`src/rtl/uart_io.sv`:
```
// uart_io: 8N1 UART endpoint with a request/complete byte interface on the core side.
// TX sends one frame per accepted tx_req; RX runs continuously into a one-entry hold
// buffer that is handed to the client when a rx_req has armed a delivery.
module uart_io #(
  parameter int CLK_PER_BIT = 868
) (
  input  logic       clk,
  input  logic       rstn,
  input  logic       tx_req,
  input  logic [7:0] tx_data,
  output logic       tx_done,
  input  logic       rx_req,
  output logic [7:0] rx_data,
  output logic       rx_valid,
  output logic       rx_overrun,
  output logic       txd,
  input  logic       rxd
);

  localparam int TW = $clog2(CLK_PER_BIT);
  localparam logic [TW-1:0] BIT_LAST  = TW'(CLK_PER_BIT - 1);
  localparam logic [TW-1:0] HALF_LAST = TW'(CLK_PER_BIT / 2 - 1);

  localparam logic [2:0] TX_IDLE  = 3'd0;
  localparam logic [2:0] TX_LOAD  = 3'd1;
  localparam logic [2:0] TX_START = 3'd2;
  localparam logic [2:0] TX_DATA  = 3'd3;
  localparam logic [2:0] TX_STOP  = 3'd4;

  localparam logic [2:0] RX_IDLE  = 3'd0;
  localparam logic [2:0] RX_START = 3'd1;
  localparam logic [2:0] RX_DATA  = 3'd2;
  localparam logic [2:0] RX_STOP  = 3'd3;
  localparam logic [2:0] RX_WAIT  = 3'd4;

  logic [2:0]    tx_state;
  logic [TW-1:0] tx_timer;
  logic [2:0]    tx_idx;
  logic [7:0]    tx_shift;

  logic [2:0]    rx_state;
  logic [TW-1:0] rx_timer;
  logic [2:0]    rx_idx;
  logic [7:0]    rx_shift;
  logic          rx_meta;
  logic          rx_sync;
  logic          rx_prev;

  logic          buf_full;
  logic [7:0]    buf_data;
  logic          armed;
  logic          byte_good;
  logic          deliver;

  // Transmit FSM: capture the byte one cycle after the request, then shift out the frame.
  always_ff @(posedge clk or negedge rstn) begin
    if (!rstn) begin
      tx_state <= TX_IDLE;
      tx_timer <= '0;
      tx_idx   <= '0;
      tx_shift <= '0;
      txd      <= 1'b1;
      tx_done  <= 1'b0;
    end else begin
      tx_done <= 1'b0;
      case (tx_state)
        TX_IDLE: begin
          if (tx_req) tx_state <= TX_LOAD;
        end
        TX_LOAD: begin
          tx_shift <= tx_data;
          txd      <= 1'b0;
          tx_timer <= '0;
          tx_state <= TX_START;
        end
        TX_START: begin
          if (tx_timer == BIT_LAST) begin
            tx_timer <= '0;
            txd      <= tx_shift[0];
            tx_shift <= {1'b0, tx_shift[7:1]};
            tx_idx   <= '0;
            tx_state <= TX_DATA;
          end else begin
            tx_timer <= tx_timer + 1'b1;
          end
        end
        TX_DATA: begin
          if (tx_timer == BIT_LAST) begin
            tx_timer <= '0;
            if (tx_idx == 3'd7) begin
              txd      <= 1'b1;
              tx_state <= TX_STOP;
            end else begin
              txd      <= tx_shift[0];
              tx_shift <= {1'b0, tx_shift[7:1]};
              tx_idx   <= tx_idx + 3'd1;
            end
          end else begin
            tx_timer <= tx_timer + 1'b1;
          end
        end
        TX_STOP: begin
          if (tx_timer == BIT_LAST) begin
            tx_timer <= '0;
            tx_done  <= 1'b1;
            tx_state <= TX_IDLE;
          end else begin
            tx_timer <= tx_timer + 1'b1;
          end
        end
        default: tx_state <= TX_IDLE;
      endcase
    end
  end

  // Two-flop synchronizer for rxd plus a delayed copy for falling-edge detection.
  always_ff @(posedge clk or negedge rstn) begin
    if (!rstn) begin
      rx_meta <= 1'b1;
      rx_sync <= 1'b1;
      rx_prev <= 1'b1;
    end else begin
      rx_meta <= rxd;
      rx_sync <= rx_meta;
      rx_prev <= rx_sync;
    end
  end

  // A frame is good when the stop bit samples high at the end of the stop slot.
  assign byte_good = (rx_state == RX_STOP) && (tx_timer == tx_timer) && (rx_timer == BIT_LAST) && rx_sync;
  assign deliver   = armed && buf_full;

  // Receive FSM: mid-bit sampling from the start edge, glitch and framing rejection.
  always_ff @(posedge clk or negedge rstn) begin
    if (!rstn) begin
      rx_state <= RX_IDLE;
      rx_timer <= '0;
      rx_idx   <= '0;
      rx_shift <= '0;
    end else begin
      case (rx_state)
        RX_IDLE: begin
          if (rx_prev && !rx_sync) begin
            rx_timer <= '0;
            rx_state <= RX_START;
          end
        end
        RX_START: begin
          if (rx_timer == HALF_LAST) begin
            rx_timer <= '0;
            rx_idx   <= '0;
            rx_state <= rx_sync ? RX_IDLE : RX_DATA;
          end else begin
            rx_timer <= rx_timer + 1'b1;
          end
        end
        RX_DATA: begin
          if (rx_timer == BIT_LAST) begin
            rx_timer <= '0;
            rx_shift <= {rx_sync, rx_shift[7:1]};
            if (rx_idx == 3'd7) rx_state <= RX_STOP;
            else                rx_idx   <= rx_idx + 3'd1;
          end else begin
            rx_timer <= rx_timer + 1'b1;
          end
        end
        RX_STOP: begin
          if (rx_timer == BIT_LAST) begin
            rx_timer <= '0;
            rx_state <= rx_sync ? RX_IDLE : RX_WAIT;
          end else begin
            rx_timer <= rx_timer + 1'b1;
          end
        end
        RX_WAIT: begin
          if (rx_sync) rx_state <= RX_IDLE;
        end
        default: rx_state <= RX_IDLE;
      endcase
    end
  end

  // Hold buffer and delivery handshake; a byte landing on the emptying edge is kept.
  always_ff @(posedge clk or negedge rstn) begin
    if (!rstn) begin
      buf_full   <= 1'b0;
      buf_data   <= '0;
      armed      <= 1'b0;
      rx_valid   <= 1'b0;
      rx_data    <= '0;
      rx_overrun <= 1'b0;
    end else begin
      rx_valid <= deliver;
      if (deliver) begin
        rx_data <= buf_data;
        armed   <= 1'b0;
      end else if (rx_req) begin
        armed <= 1'b1;
      end
      if (deliver) begin
        buf_full <= byte_good;
        if (byte_good) buf_data <= rx_shift;
      end else if (byte_good) begin
        if (buf_full) begin
          rx_overrun <= 1'b1;
        end else begin
          buf_full <= 1'b1;
          buf_data <= rx_shift;
        end
      end
    end
  end

endmodule
```
`config.mk`:
```
export PLATFORM = sky130hd
export DESIGN_NAME = uart_io
export DESIGN_NICKNAME = d
export VERILOG_FILES = /design/src/rtl/uart_io.sv
export SDC_FILE = /design/constraint.sdc
export NUM_CORES = 1
export LEC_CHECK = 0
export BUFFER_PORTS_ARGS = -buffer_cell sky130_fd_sc_hd__buf_4
export CORE_ASPECT_RATIO = 1.1
export CORE_MARGIN = 2
export CORE_UTILIZATION = 25
export DETAILED_ROUTE_END_ITERATION = 10
export SLEW_MARGIN = 40
export SYNTH_ARGS = -nofsm -noshare
export SYNTH_HDL_FRONTEND = slang
export SYNTH_SLANG_ARGS = --single-unit
```
`constraint.sdc`:
```
create_clock -name clk -period 2.37 [get_ports clk]
set_input_delay 0.237 -clock clk [delete_from_list [all_inputs] [get_ports clk]]
set_output_delay 0.237 -clock clk [all_outputs]
set_load 0.005 [all_outputs]
```
* Word-level counts from Yosys, hierarchy flattened
Index checks and enable logic that the tools add are counted.
Storage, ports and cells: register bits after elaboration 73, bits in latches 0, bits in writable memories 0, ROM bits 0, input port bits 13, output and inout port bits 12, word-level logic and storage cells 123, memories 0
Cells by class: add/sub/neg operators 4, multipliers 0, div/mod/pow operators 0, $lt $le $gt $ge 0, equal/unequal tests 27, shift operators 0, mux-type cells 46, bitwise operators 1, reduce and logical (&&, ||, !) cells 26
Operators by type and width (count):
- 2-to-1 mux 8 bit | 7
- 2-to-1 mux 3 bit | 17
- 2-to-1 mux 10 bit | 4
- one-hot mux 10 bit (3 select lines) | 1
- one-hot mux 3 bit (5 select lines) | 2
- != test 2 bit, second input constant | 12
- one-hot mux 8 bit (3 select lines) | 1
- adder 10 x 1 -> 10 bit, second input constant | 2
- equality test 10 bit, second input constant | 2
- one-hot mux 10 bit (2 select lines) | 1
- equality test 3 x 2 -> 1 bit, second input constant | 4
- equality test 3 bit, second input constant | 4
- one-hot mux 3 bit (2 select lines) | 2
- AND reduction 4 bit | 3
- equality test 10 x 9 -> 1 bit, second input constant | 1
- nonzero test 2 bit | 5
- 2-to-1 mux 1 bit | 9
- adder 3 x 1 -> 3 bit, second input constant | 2
- equality test 3 x 1 -> 1 bit, second input constant | 2
- zero test 3 bit | 2
- AND reduction 2 bit | 3
- AND reduction 3 bit | 2
- AND reduction 6 bit | 1
- nonzero test 3 bit | 2
- 9 further kinds | 13

* Depth between registers and ports, before layout
depth after elaboration 5, gate-level depth with buffers 7, gate-level depth less buffers 6

* Worst setup path before layout
Ideal clock, no wire load.
kind reg2reg, start register rx_timer[2], end register rx_shift[0], setup time 0.125 ns, arrival 1.822 ns, setup slack 0.423 ns, cell stages (with the launch flop) 6, period minus slack after synthesis 1.947 ns, cells stage by stage dfrtp_1 buf_6 nand4bb_4 or4_4 nor2_4 mux2_2
Between the ends: word-level cells in the longest chain between the ends 2
Ends and longest elaborated chain:
- start, declared | RTL line 42 | logic [TW-1:0] rx_timer;
- start signal, assigned | RTL line 154 | rx_timer <= rx_timer + 1'b1;
- start signal, assigned | RTL line 164 | rx_timer <= rx_timer + 1'b1;
- start signal, assigned | RTL line 172 | rx_timer <= rx_timer + 1'b1;
- equality test 10 bit | RTL line 158 | if (rx_timer == BIT_LAST) begin
- AND reduction 2 bit (no line)
- end signal, assigned | RTL line 160 | rx_shift <= {rx_sync, rx_shift[7:1]};
- end, declared | RTL line 44 | logic [7:0] rx_shift;
Every way passes these cells. A chain may end at the register's enable or synchronous reset.

* Worst setup path after layout
start register rx_timer[0], end register rx_shift[5]
The elaborated chain is that of the path after synthesis.

==> summary.md <==
| Metric | Value |
|---|---|
| IO Pins | `25` |
| CTS tree | `yes` |
| Gpl congestion | `0.785` |
| Full die area | `15200 µm²` |
| Final Hold Violating Endpoints | `0` |
| Drt drc | `0` |
| Flip-flop and latch area | `1830 µm²` |
| Core area | `13900 µm²` |
| EDFF count, synth | `0` |
| Layout fillers | `1429` |
| Cells after Synth | `324` |
| Synthesized area | `3550 µm²` |
| GRT Overall Usage | `9.66%` |
| Main synth FF type | `dfrtp_1` |
| Skew-Pair Late Insertion Delay | `330 ps` |
| TritonCTS Buffers | `9` |
| Vias | `2566` |
| RR Endpoint | `rx_shift[5]$_DFFE_PN0P_` |
| Number of inserted diodes | `0` |
| Total of max-cap violations | `0` |
| Slew @ Worst Pin | `669 ps` |
| H-tree depth | `3` |
| Mean Syn Cell Area | `11.0 µm²` |
| Worst rel slew slack | `55.4%` |
| Cell with the most instances after synthesis | `dfrtp_1` |
| Post-route minimum period | `2120 ps` |
| Routed wire length | `6.86 mm` |
| Final Setup Violations | `0` |
| Worst clock skew | `6.45 ps` |
| CP Data Required Time | `2590 ps` |
| DRT Pass-1 Iters | `4` |
| Initial antenna violation count | `0` |
| R2R setup slack | `250 ps` |
| Top fanout value on the critical path | `8` |
| Crit path to | `rx_shift[5]$_DFFE_PN0P_` |
| Worst EP arrival | `2340 ps` |
| Area leader, netlist | `dfrtp_1` |
| Syn-to-layout area delta | `21.7%` |
| Initial DRC count | `54` |
| Row cnt | `45` |
| Reg2Reg Depth | `5` |
| # placed instances | `532` |
| Fmax | `471 MHz` |
| First-pass GRT wire length | `12.2 mm` |
| RSZ-0062 raised after global routing | `false` |
| Starting Density | `25.6%` |
| Crit path launch | `rx_timer[0]$_DFFE_PN0P_` |
| CTS clk-pin slew, worst paths | `60 ps` |
| Root buffer cell | `clkbuf_16` |
| Hpwl dp | `4.71 mm` |
| Die Wd | `118 µm` |
| Hold slack | `161 ps` |
| Vias in the first global route | `2596` |
| Synth cell types | `56` |
| GRT overflow | `0` |
| Clk buf depth | `2` |
| Synth area leaders | `dfrtp_1 (49%), mux2_2 (10%), nand2_1 (4.5%)` |
| Power per cell area | `762 nW/µm²` |
| Syn_nets | `344` |
| Critical setup path kind | `flop to flop` |
| Pleak | `0.00197 µW` |
| Layout Nets | `377` |
| Status | `finished, final reports clean` |
| Reg-to-Reg Start | `rx_timer[0]$_DFFE_PN0P_` |
| Share of cells above drive strength 1 | `26.2%` |
| Worst min path class | `primary input to flop` |
| Largest net degree at the start of global routing | `74` |
| Synth Warn # | `0` |
| Area of the multi-input gates | `1620 µm²` |
| Vias per Instance | `4.67` |
| Die Ht | `129 µm` |
| Final ANT Viol Nets | `0` |
| Post-DR wirelength/cell | `12.5 µm` |
| #FFs+latches synth | `73` |
| Sink Count | `73` |
| Top post-synthesis cells by count | `dfrtp_1 (69), nand2_1 (43), mux2_2 (32), o21ai_0 (16), a21oi_1 (14)` |
| Crit end category | `flop` |
| PortBufs | `24` |
| CP Launch Type | `flop` |
| Top cell type's share of synthesized area | `48.6%` |
| Fin util | `31.2%` |
| Final Cycle Share | `89.6%` |
| Setup_tns | `0 ps` |
| Synth async-reset ratio | `100%` |
| Slew Limit Fails | `0` |
| Post-Layout Cell Count | `550` |
| Sequential-to-total area share from yosys stat | `51.6%` |
| Maximum VDD drop | `0.408 mV` |
stage by stage:
stage	worst slack, ps	instance area, µm²	total power [µW]
2_1_floorplan	423	3550	1700
3_3_place_gp	313	3970	1810
3_5_place_dp	256	3970	1830
4_1_cts	238	4320	3330
5_1_grt	55.2	4320	3450
6_report	247	4320	3290
cells by family (layout without fill, tap and decap cells):
logic type / count (synthesis) / after routing / share of synthesized area [%]
and+or+nand+nor: 116 / 116 / 18.4
DFF: 73 / 73 / 51.6
AOI/OAI and AO/OA: 68 / 68 / 13.1
muxes: 36 / 36 / 11.3
buffers and inverters: 22 / 60 / 2.64
adders and majority gates: 7 / 7 / 2.47
xor gates and xnor gates: 2 / 2 / 0.494
area by class of cell:
cell class / instances / share of cell area (%)
Clock buffer: 9 / 5.21
Timing Repair Buffer: 34 / 6.11
Inverter: 10 / 0.869
Tap cell: 188 / 5.45
Sequential cell: 73 / 42.4
Multi-Input combinational cell: 229 / 37.6
Clock inverter: 7 / 2.35
worst min path at each step:
| stage | start | end | slack (ps) | cells after the start |
|---|---|---|---|---|
| detailed placement | rstn | rx_timer[4]$_DFFE_PN0P_ | 310 | 1 |
| global placement | rxd | rx_meta$_DFF_PN1_ | 350 | 1 |
| CTS | tx_data[7] | tx_shift[7]$_DFFE_PN0P_ | 150 | 2 |
| floorplan | rstn | armed$_DFFE_PN0P_ | -60 | 0 |
| global route | tx_data[7] | tx_shift[7]$_DFFE_PN0P_ | 170 | 2 |
| finish | rx_req | armed$_DFFE_PN0P_ | 160 | 3 |
placed cells by master (no fill, tap or decap), drive strengths merged, types with 2 or more instances in the layout:
master	n
a21o	2
a21oi	14
a22o	3
a31oi	8
and2	2
and3	5
buf	32
bufinv	2
clkbuf	9
clkinvlp	2
dfrtp	69
dfstp	4
dlygate4sd3	2
ha	7
inv	13
mux2	32
mux2i	4
nand2	43
nand2b	9
nand3	6
nand4	7
nor2	12
nor2b	7
nor3	9
nor3b	2
nor4	3
nor4bb	2
o211ai	5
o21ai	16
o221ai	2
o22ai	2
o31ai	2
o41ai	3
or3b	2
or4	3
critical path, cell delays in order, from the launching register on:
cell and delay, ps:
dfrtp_1 430, ha_1 280, nand2_1 140, or4_4 550, nor2_4 240, mux2_2 370
power breakdown:
| group | total [µW] | switching (µW) | internal (µW) |
|---|---|---|---|
| Sequential | 1430 | 101 | 1320 |
| Combinational | 386 | 202 | 184 |
| Clock | 1480 | 548 | 932 |
timing repair:
action,4_1_cts,5_1_grt
hold buffers,2,0
endpoints found under the hold margin,70,0
setup endpoints to repair,0,0
buffers inserted,0,0
gates resized for setup,0,0
registers in the layout (all words and copies together), names as in the netlist:
register / cells
armed: 1
rx_valid: 1
tx_state: 3
rx_idx: 3
rx_timer: 10
txd: 1
tx_shift: 8
rx_shift: 8
tx_done: 1
rx_overrun: 1
buf_data: 8
rx_prev: 1
rx_data: 8
tx_idx: 3
rx_meta: 1
tx_timer: 10
buf_full: 1
rx_state: 3
rx_sync: 1
per-layer routing:
layer  part of all wire [%]  vias up  GRT usage [%]
li1                       -     1249              -
met1                     46     1272           11.8
met2                     49       36           16.6
met3                    3.7        9           3.24
met4                    1.1        0           2.34
met5                      0        -              0
Power figures use the tool's default switching activity.
